## src/rtl/bin2bcd_pkg.sv

```systemverilog
`default_nettype none
// +--------------------------------------------------------------------------+
// | bin2bcd_pkg : shared constants and FSM state type for bin2bcd_seq        |
// | Rev 1.0                                                                  |
// +--------------------------------------------------------------------------+
package bin2bcd_pkg;

  localparam int DIGIT_W = 4;
  localparam logic [DIGIT_W-1:0] ADJ_THRESH = 4'd4;
  localparam logic [DIGIT_W-1:0] ADJ_ADD    = 4'd3;

  typedef enum logic [1:0] {
    IDLE = 2'b00,
    LOAD = 2'b01,
    CONV = 2'b10,
    DONE = 2'b11
  } state_t;

endpackage
`default_nettype wire

```

## src/rtl/bin2bcd_seq_dabble_digit.sv

```systemverilog
`default_nettype none
// +--------------------------------------------------------------------------+
// | dabble_digit : combinational add-3-if-greater-than-4 BCD cell            |
// | Rev 1.0                                                                  |
// +--------------------------------------------------------------------------+
module dabble_digit
  import bin2bcd_pkg::*;
(
  input  logic [DIGIT_W-1:0] digit_in,
  output logic [DIGIT_W-1:0] digit_out
);

  // Inputs never exceed 9, so the 4-bit sum tops out at 12 and cannot wrap.
  assign digit_out = (digit_in > ADJ_THRESH) ? (digit_in + ADJ_ADD) : digit_in;

endmodule
`default_nettype wire

```

## src/rtl/bin2bcd_seq.sv

```systemverilog
`default_nettype none
// +--------------------------------------------------------------------------+
// | bin2bcd_seq : sequential double-dabble binary-to-BCD converter           |
// | Optional leading-zero blank mask via BIN2BCD_BLANK_EN.  Rev 1.0          |
// +--------------------------------------------------------------------------+
module bin2bcd_seq
  import bin2bcd_pkg::*;
#(
  parameter int BIN_W  = 14,
  parameter int DIGITS = 4,
  parameter int CNT_W  = $clog2(BIN_W + 1)
) (
  input  logic                  clk,
  input  logic                  reset_n,
  input  logic                  start,
  input  logic [BIN_W-1:0]      bin_in,
  output logic                  busy,
  output logic                  done,
  output logic [4*DIGITS-1:0]   bcd_out,
  output logic                  overflow,
  output logic [DIGITS-1:0]     digit_blank,
  output logic [1:0]            state
);

  localparam int BCD_W = DIGIT_W * DIGITS;
  localparam int SR_W  = BCD_W + BIN_W;

  state_t             r_state;
  state_t             w_next;
  logic [SR_W-1:0]    r_shift;
  logic [SR_W-1:0]    w_adj;
  logic [CNT_W-1:0]   r_cnt;
  logic               r_ovf_acc;
  logic               r_busy;
  logic               r_done;
  logic               r_overflow;
  logic [BCD_W-1:0]   r_bcd;
  logic               w_last;

  assign w_last = (r_cnt == CNT_W'(BIN_W - 1));

  // Binary field passes through untouched; only the BCD digits are adjusted.
  assign w_adj[BIN_W-1:0] = r_shift[BIN_W-1:0];

  generate
    for (genvar k = 0; k < DIGITS; k++) begin : g_digit
      dabble_digit u_cell (
        .digit_in  (r_shift[BIN_W + DIGIT_W*k +: DIGIT_W]),
        .digit_out (w_adj[BIN_W + DIGIT_W*k +: DIGIT_W])
      );
    end
  endgenerate

  always_comb begin
    w_next = r_state;
    case (r_state)
      IDLE:    if (start) w_next = LOAD;
      LOAD:    w_next = CONV;
      CONV:    if (w_last) w_next = DONE;
      DONE:    w_next = IDLE;
      default: w_next = IDLE;
    endcase
  end

  always_ff @(posedge clk or negedge reset_n) begin
    if (!reset_n) r_state <= IDLE;
    else          r_state <= w_next;
  end

  always_ff @(posedge clk or negedge reset_n) begin
    if (!reset_n) begin
      r_shift    <= '0;
      r_cnt      <= '0;
      r_ovf_acc  <= 1'b0;
      r_busy     <= 1'b0;
      r_done     <= 1'b0;
      r_overflow <= 1'b0;
      r_bcd      <= '0;
    end else begin
      r_done <= 1'b0;
      case (r_state)
        IDLE: begin
          if (start) begin
            r_shift <= {{BCD_W{1'b0}}, bin_in};
            r_busy  <= 1'b1;
          end
        end
        LOAD: begin
          r_cnt     <= '0;
          r_ovf_acc <= 1'b0;
        end
        CONV: begin
          // A 1 leaving the top digit is a carry into 10^DIGITS.
          r_shift   <= {w_adj[SR_W-2:0], 1'b0};
          r_ovf_acc <= r_ovf_acc | w_adj[SR_W-1];
          r_cnt     <= r_cnt + CNT_W'(1);
        end
        DONE: begin
          r_bcd      <= r_shift[SR_W-1 -: BCD_W];
          r_overflow <= r_ovf_acc;
          r_done     <= 1'b1;
          r_busy     <= 1'b0;
        end
        default: ;
      endcase
    end
  end

`ifdef BIN2BCD_BLANK_EN
  logic [DIGITS-1:0] r_blank;
  logic [DIGITS-1:0] w_blank;

  always_comb begin
    logic zero_above;
    w_blank    = '0;
    zero_above = 1'b1;
    for (int k = DIGITS - 1; k >= 1; k--) begin
      zero_above = zero_above & (r_shift[BIN_W + DIGIT_W*k +: DIGIT_W] == '0);
      w_blank[k] = zero_above;
    end
  end

  always_ff @(posedge clk or negedge reset_n) begin
    if (!reset_n)             r_blank <= '0;
    else if (r_state == DONE) r_blank <= w_blank;
  end

  assign digit_blank = r_blank;
`else
  assign digit_blank = '0;
`endif

  assign busy     = r_busy;
  assign done     = r_done;
  assign bcd_out  = r_bcd;
  assign overflow = r_overflow;
  assign state    = r_state;

endmodule
`default_nettype wire

```

## config.mk

```make
export PLATFORM = sky130hd
export DESIGN_NAME = bin2bcd_seq
export DESIGN_NICKNAME = d
export VERILOG_FILES = /design/src/rtl/bin2bcd_pkg.sv /design/src/rtl/bin2bcd_seq_dabble_digit.sv /design/src/rtl/bin2bcd_seq.sv
export SDC_FILE = /design/constraint.sdc
export NUM_CORES = 1
export LEC_CHECK = 0
export ABC_AREA = 1
export CAP_MARGIN = 20
export CORE_MARGIN = 2
export CORE_UTILIZATION = 35
export DETAILED_ROUTE_END_ITERATION = 8
export GPL_ROUTABILITY_DRIVEN = 0
export PLACE_DENSITY = 0.66
export SLEW_MARGIN = 20
export SYNTH_ARGS = -nofsm -noshare
export SYNTH_HDL_FRONTEND = slang
export SYNTH_SLANG_ARGS = --single-unit
```

## constraint.sdc

```tcl
create_clock -name clk -period 1.5 [get_ports clk]
set_input_delay 0.3 -clock clk [delete_from_list [all_inputs] [get_ports clk]]
set_output_delay 0.3 -clock clk [all_outputs]
set_load 0.02 [all_outputs]
```

* After elaboration in Yosys (flattened, before gate mapping)
Index checks and enable logic that the tools add are counted.
Word-level totals: bits in registers 56, input bits 17, output and inout bits 25, logic and storage cells 45
Cells by class: $add $sub $neg 5, order comparisons 4, eq/ne operators 6, multiplexer cells 14, bitwise logic cells 1, reduce and logical (&&, ||, !) cells 7
Operator list (count):
- one-hot mux 30 bit (2 select lines) | 1
- 2-to-1 mux 30 bit | 1
- adder 4 x 2 -> 4 bit, second input constant | 4
- greater-than comparator 4 x 3 -> 1 bit, second input constant | 4
- 2-to-1 mux 4 bit | 4
- one-hot mux 2 bit (4 select lines) | 1
- one-hot mux 4 bit (2 select lines) | 1
- AND reduction 2 bit | 3
- nonzero test 2 bit | 3
- adder 4 x 1 -> 4 bit, second input constant | 1
- == test 2 bit, second input constant | 2
- == test 4 bit, second input constant | 1
- 2-to-1 mux 2 bit | 2
- inequality test 2 bit, second input constant | 2
- one-hot mux 1 bit (2 select lines) | 2
- == test 2 x 1 -> 1 bit, second input constant | 1
- logical NOT 2 bit | 1
- 2-to-1 mux 1 bit | 2
- bitwise OR 1 bit | 1

* Longest topological paths before layout
Gate-level depths: netlist of the first run.
word-level depth 4, gate-level depth with buffers 9, depth with buffers taken out 8

* Modules after synthesis
Synthesis of the first run repeated with hierarchy kept, for this count alone.
Second synthesis, totals: cells, all modules 387, area total of the unflattened synthesis 3035.4 µm²
Modules (own cells, without submodules):
- bin2bcd_seq | instances 1, cells each 271, area an instance 2499.9 µm², sequential area each 1401.3 µm²
- dabble_digit | instances 4, cells each 29, area an instance 133.9 µm², sequential area each 0.0 µm²

* Worst setup path after synthesis of the first run
OpenSTA, ideal clock, no wires.
kind register -> register, start point register r_state[0] (netlist: state[0]), end point register r_shift[5], library setup time 0.076 ns, data arrival time 1.451 ns, required time 1.424 ns, slack -0.027 ns, cell stages (with the launch flop) 10, path buffers 2, period minus slack after synthesis 1.527 ns, cell sequence dfrtp_1 -> inv_1 -> ha_1 -> inv_1 -> nor2_4 -> nor2_1 -> buf_6 -> buf_6 -> o211ai_1 -> o21ai_1
On the way: longest elaborated chain between the ends 3, elaborated cells between the ends (all ways) 6, those cells by class eq/ne (2); mux (1); reduce/logical (3)
Ends and longest elaborated chain:
- start, declared | RTL line bin2bcd_seq.sv:28 | state_t r_state;
- start signal, assigned | RTL line bin2bcd_seq.sv:67 | else r_state <= w_next;
- == test 2 bit / logical NOT 2 bit (equally long branches) | RTL line bin2bcd_seq.sv:81 | case (r_state)
- nonzero test 2 bit (no line) / inequality test 2 bit (equally long branches)
- AND reduction 2 bit (no line)
- end signal, assigned | RTL line bin2bcd_seq.sv:84 | r_shift <= {{BCD_W{1'b0}}, bin_in};
- end signal, assigned | RTL line bin2bcd_seq.sv:94 | r_shift <= {w_adj[SR_W-2:0], 1'b0};
- end, declared | RTL line bin2bcd_seq.sv:30 | logic [SR_W-1:0] r_shift;
Parallel ways exist; a longest one is shown, timed or not. A chain may end at the register's enable or synchronous reset.

* Worst setup path in the final report of the first run
start point register r_state[0] (netlist: state[0]), end point output state[0]
RTL lines:
- end, declared | RTL line bin2bcd_seq.sv:22 | output logic [1:0] state
No word-level cell between the ends.

==> results of run 1 <==
==> sequential cells by signal, indices dropped and copies added, names as in the netlist <==
name / flops
r_ovf_acc: 1
done: 1
r_shift: 30
overflow: 1
r_cnt: 4
busy: 1
state: 2
bcd_out: 16
==> metrics by stage <==
stage          setup TNS (ns)  utilization [%]
3_5_place_dp           -1.218            43.47
4_1_cts                     0            45.08
2_1_floorplan               0                -
3_3_place_gp          -0.4593            43.47
6_report                    0            46.19
5_1_grt              -0.05070            46.19
==> cells by family (layout without fill, tap and decap cells) <==
family	count (synthesis)	count (layout)	synth area share (%)
buf+inv	59	102	9.953
compound gates	82	82	16.67
flops	56	56	52.58
other cells	1	4	0.1407
simple gates	107	107	16.43
fa+ha+maj	9	9	4.225
==> power groups by stage <==
stage | Sequential (uW) | Combinational [uW] | Clock (uW)
finish | 2380 | 3510 | 1030
global route | 2460 | 3950 | 1110
CTS | 2370 | 3140 | 1070
detailed placement | 2410 | 3250 | 0
global placement | 2390 | 3190 | 0
floorplan | 2650 | 1880 | 0
==> cell type report <==
type / count / area, sq um / area share (%)
Clock buffer: 6 / 82.58 / 2.439
Clock inverter: 2 / 38.79 / 1.146
Inverter: 44 / 170.2 / 5.026
Multi-Input combinational cell: 202 / 1045 / 30.86
Sequential cell: 56 / 1404 / 41.46
Tap cell: 99 / 123.9 / 3.659
Timing Repair Buffer: 50 / 521.8 / 15.41
==> placed cells by master (no fill, tap or decap) <==
| cell | instances |
|---|---|
| buf_4 | 6 |
| nand2_1 | 76 |
| bufinv_16 | 1 |
| clkdlybuf4s50_1 | 15 |
| or2_2 | 1 |
| nor2_1 | 11 |
| clkinv_1 | 1 |
| nor2_4 | 3 |
| o21ai_0 | 36 |
| o211ai_1 | 11 |
| clkbuf_2 | 1 |
| buf_2 | 1 |
| clkinv_4 | 1 |
| nor3_1 | 1 |
| o21ai_1 | 18 |
| dfrtp_2 | 2 |
| ha_4 | 2 |
| clkdlybuf4s15_1 | 1 |
| ha_1 | 7 |
| dlygate4sd2_1 | 19 |
| inv_4 | 2 |
| buf_12 | 4 |
| dlygate4sd3_1 | 1 |
| nand3_1 | 14 |
| a21oi_1 | 12 |
| conb_1 | 4 |
| clkbuf_8 | 6 |
| clkbuf_16 | 2 |
| inv_2 | 3 |
| inv_1 | 38 |
| dfrtp_1 | 54 |
| nor2_2 | 1 |
| o22ai_1 | 5 |
==> worst paths after layout <==
check / endpoint / start / slack [ns] / depth (start not counted)
setup / recovery: state[0] / state[0] / 0.03 / 2
hold / removal: bcd_out[1] / bcd_out[1] / 0.49 / 2
setup reg to reg: r_shift[3] / state[0] / 0.08 / 8
hold reg to reg: bcd_out[1] / bcd_out[1] / 0.49 / 2
max in group asynchronous: state[0] / reset_n / 0.72 / 3
min in group asynchronous: bcd_out[5] / reset_n / 0.51 / 3
==> critical path, cell delays in order (launching register included) <==
cell and delay (ns):
dfrtp_2 0.44, buf_4 0.14, clkdlybuf4s15_1 0.27
==> layer usage <==
layer | track usage [%] | up-vias
met4 | 2.904 | 0
met5 | 0 | -
li1 | - | 1098
met1 | 17.65 | 1022
met2 | 21.30 | 43
met3 | 2.988 | 4
==> repair_timing <==
action,CTS,global route
pin swaps,1,2
gates cloned,0,2
buffers inserted,1,0
hold endpoints to repair,56,0
endpoints found under the setup margin,32,31
resized for setup,24,19
hold buffers,1,0
==> results by group, run 1 <==
Status
  – Outcome: finished clean

Power and ir drop
  – Clk pwr share: 14.9%
  – Switch Pwr: about 2800 uW
  – Worst IR Drop VDD: a little over 0.8 mV
  – Comb power frac: around half
  – Sequential power share: 34.4%
  – Lkg Pwr: ~0.0016 uW
  – Sw frac: between 40% and 50%
  – Power, Total: 6924 uW
  – Internal power: 4090 uW
  – Pwr/cell area: just over 2000 mW/mm^2

Placement
  – Hpwl dp: roughly 3.6 mm
  – DP Area: 0.003187 sq mm
  – Pre-CTS setup slack: -0.08511 ns
  – Port buffer count: 37
  – Inst Count DP: about 450

Synth
  – Seq cells post-synth: 56
  – Ys async rst share: between 90% and 100%
  – Synthesized area per cell: 8.487 sq um
  – Area contributors post-synth: dfrtp_1 53%, nand2_1 11%, o21ai_0 7.9%, inv_1 5.9%, ha_1 4.2%
  – Post-synth top area share: approximately 53%
  – Netlist cell types: 21
  – Count leader, synth: nand2_1
  – Sequential fraction of the synthesis area: ~53%
  – Post-Synthesis Cells: ~310
  – Mapped Area: ~0.0027 sq mm
  – Primary FF master, synth: dfrtp_1
  – Commonest cells post-synth: 76 x nand2_1, 56 x dfrtp_1, 42 x inv_1, 42 x o21ai_0, 14 x nand3_1
  – Post-synth EDFFs: 0
  – Post-synth top area cell: dfrtp_1
  – Synth warnings: 0

Final layout
  – # diodes: 0
  – Layout area overhead: 27.04%
  – Fin cells: 459
  – Final Instance Area: 0.003386 sq mm
  – Layout cells sized above 1: roughly a tenth
  – Filler cells: 725
  – Fin nets: around 390

Clocking
  – TritonCTS clock tree: done
  – Inserted Clock Buffers: 5
  – Maximum clock path buffer count: 2
  – Root Driver: clkbuf_8
  – Clock sinks: 56
  – H-tree levels: 2
  – Clock edge transition at the registers on the reported setup and hold paths: 0.10 ns
  – Worst-Skew Late Latency: ~0.31 ns

GRT
  – GRT Total Usage: between 10% and 20%
  – Initial antenna violation count: 0
  – Overflow after GRT: 0
  – Largest net degree at the start of global routing: 57
  – Vias in the first global route: roughly 2.1k
  – First-pass GRT wire length: 9.073 mm

Timing
  – Final WS setup: between 0.03 and 0.04 ns
  – Max Freq: 682.5 MHz
  – Fin. Hold Viols: 0
  – Final-report setup violation count: 0
  – Max-slew violation count: 0
  – Clock skew: between 0.005 and 0.006 ns
  – Hold WS: 0.4851 ns
  – Crit share post-route: approximately 98%
  – RSZ-0062 raised after global routing: true
  – Fin crit period: ~1.5 ns

Detailed routing
  – Antenna-violating nets left: 0
  – 1st-iter DRT viols: roughly 110
  – Vias: ~2.2k
  – WL met2: ~2.3 mm
  – DR pass1 iterations: 4
  – Top routing layer used: met4
  – Met1 Wirelength: 2.679 mm
  – WL met3: approximately 200 um
  – WL per Instance: around 11 um
  – Wirelength, routed: between 5 and 6 mm
  – Via density per instance: 4.721
  – DRC: 0

Worst setup path
  – Worst EP arrival: about 1.2 ns
  – Critical path required time: 1.20 ns
  – Worst setup SP type: register
  – Worst Setup End Kind: primary output
  – Critical path peak fanout: 2
  – Critical path class: register to primary output

Floorplan
  – Rows: 31
  – Num ports: 42
  – Starting density of the core: about 36%
  – Vert. Die Dim: just over 90 um
  – Core box area: roughly 0.0073 sq mm
  – Die Width: 91.26 um
  – Die ar.: 0.008328 sq mm

Min path
  – HP Class: register to register

Job
  – Max_cap viols: 0
Power figures use the tool's default switching activity.
==> run 2: changes to the inputs <==
CORE_ASPECT_RATIO = 1.25   (was not set)
==> run 2 against run 1 <==
Sequential share of layout area is 0.12 points higher. Cell area shrank 0.30%. Via count decreased by 0.92%. Utilization decreased by 0.57 points. Die area about the same. Non-clock buffer count is 4 higher. Highest routed layer unchanged. Critical path depth increased by 7. Register-to-register slack is essentially flat. Clock-buffer cell count did not move. Combinational power fell by 4%. First-iteration DRC count unchanged.
==> results by group, run 2 (synthesized netlist as in run 1, its figures left out) <==
Status
  – Outcome: finished clean

Detailed routing
  – Wirelength, routed: slightly above 5 mm
  – WL per Instance: around 11 um
  – DR pass1 iterations: 5
  – DRC: 0
  – Vias: roughly 2.1k
  – Via density per instance: 4.708
  – Antenna-violating nets left: 0
  – 1st-iter DRT viols: approximately 110

Clocking
  – H-tree levels: 2
  – Clock edge transition at the registers on the reported setup and hold paths: about 0.1 ns
  – TritonCTS clock tree: done
  – Root Driver: clkbuf_8
  – Clock sinks: 56
  – Worst-Skew Late Latency: around 0.32 ns
  – Maximum clock path buffer count: 2
  – Inserted Clock Buffers: 5

Worst setup path
  – Worst EP arrival: 1.64 ns
  – Critical path peak fanout: 16
  – R2R cell count: 9
  – Critical-path cell list: inv_4 > ha_4 > inv_2 > nor2_4 > buf_4 > nor2_4 > buf_12 > nand3_1 > o21ai_1
  – Worst setup SP type: register
  – Crit path max-delay cell type: dfrtp_2
  – Worst Setup End Kind: register
  – Most used cell, CP: nor2_4
  – R2R Setup Slk: 0.07 ns
  – Critical path class: register to register
  – Max stage delay on crit path: 0.43 ns
  – Critical path required time: 1.71 ns

GRT
  – Overflow after GRT: 0
  – Vias in the first global route: ~2.1k
  – Largest net degree at the start of global routing: 57
  – GRT Total Usage: between 10% and 20%
  – Initial antenna violation count: 0
  – First-pass GRT wire length: 8.776 mm

Min path
  – Hold Crit Depth: 2
  – HP Class: register to register

Power and ir drop
  – Lkg Pwr: 0.001655 uW
  – Pwr/cell area: 2017 mW/mm^2
  – Power, Total: between 6000 and 7000 uW
  – Worst IR Drop VDD: ~0.85 mV

Timing
  – Fin. Hold Viols: 0
  – Max Freq: 699.6 MHz
  – Final WS setup: around 0.07 ns
  – Fin crit period: approximately 1.4 ns
  – Clock skew: between 0.009 and 0.01 ns
  – Hold WS: just under 0.5 ns
  – Final-report setup violation count: 0
  – Final setup TNS: 0 ns
  – Max-slew violation count: 0
  – Crit share post-route: 95.29%

Floorplan
  – Num ports: 42
  – Rows: 35
  – Die Width: 82.05 um
  – Starting density of the core: between 30% and 40%
  – Vert. Die Dim: around 100 um
  – Core box area: around 0.0074 sq mm
  – Die ar.: between 0.008 and 0.009 sq mm

Placement
  – Port buffer count: 37
  – Inst Count DP: 444
  – Hpwl dp: approximately 3.7 mm
  – Pre-CTS setup slack: -0.1263 ns

Final layout
  – Max FFs per register: 30
  – Fin nets: a little under 400
  – Layout cells sized above 1: 11.26%
  – Filler cells: 711
  – Most frequent cells in the layout: 76 x nand2_1, 54 x dfrtp_1, 38 x inv_1, 37 x o21ai_0, 19 x dlygate4sd2_1
  – Most flops, register: r_shift
  – Layout area overhead: 26.67%
  – # diodes: 0
  – Commonest non-fill, non-tap cell in the layout: nand2_1
  – Fin cells: between 400 and 500

Job
  – Max_cap viols: 0
run 2: cell types whose count changed in the layout (fill, tap and decap cells not counted), sizes merged:
cell           before  now
clkbuf              9    8
buf                11   17
clkdlybuf4s15       1    0
run 2: layout make-up:
cell class                 count  area, sq um  area share (%)
timing repair buffer          54        523.0           15.49
multi-input combinational    202         1045           30.95
sequential                    56         1404           41.59
clock buffer                   6        82.58           2.446
tap                           92        115.1           3.410
inverter                      44        167.7           4.967
clock inverter                 2        38.79           1.149
run 2: per-layer routing:
layer  vias up  wire [um]  GRT usage, %
li1       1102          -             -
met4         0         85         5.256
met2        52       2465         23.64
met3         7        222         3.565
met1       986       2377         15.65
met5         -          0             0
run 2: where the power goes:
part           internal, uW  switching (uW)  leakage, uW
sequential             2090             298     0.000742
combinational          1400            1990     0.000852
clock                   546             495    0.0000614
run 2: worst paths after layout:
path,start,endpoint
worst max-delay path,state[0],r_shift[23]
worst min-delay path,bcd_out[10],bcd_out[10]
worst max register to register,state[0],r_shift[23]
worst min register to register,bcd_out[10],bcd_out[10]
max in group asynchronous,reset_n,state[0]
min in group asynchronous,reset_n,r_shift[20]
run 2: repair_timing:
item | in CTS | in global routing
gates resized for setup | 26 | 19
pin swaps | 1 | 1
setup endpoints to repair | 39 | 29
buffers inserted | 1 | 2
hold endpoints to repair | 56 | 0
hold buffers | 1 | 0
run 2: worst max-delay path, delay by kind of cell, from the launching register on:
family | cells | cell delay, ns
flip-flops | 1 | 0.43
buffers and inverters | 4 | 0.42
AND/OR/NAND/NOR | 3 | 0.26
adder cells (fa/ha/maj) | 1 | 0.15
AO/OA/AOI/OAI | 1 | 0.07
run 2: stage by stage:
| step | utilization [%] | cell area (sq um) |
|---|---|---|
| after floorplan | - | 2678 |
| after global placement | 43.35 | 3208 |
| after detailed placement | 43.35 | 3208 |
| after CTS | 44.90 | 3323 |
| after global routing | 45.61 | 3376 |
| final | 45.61 | 3376 |
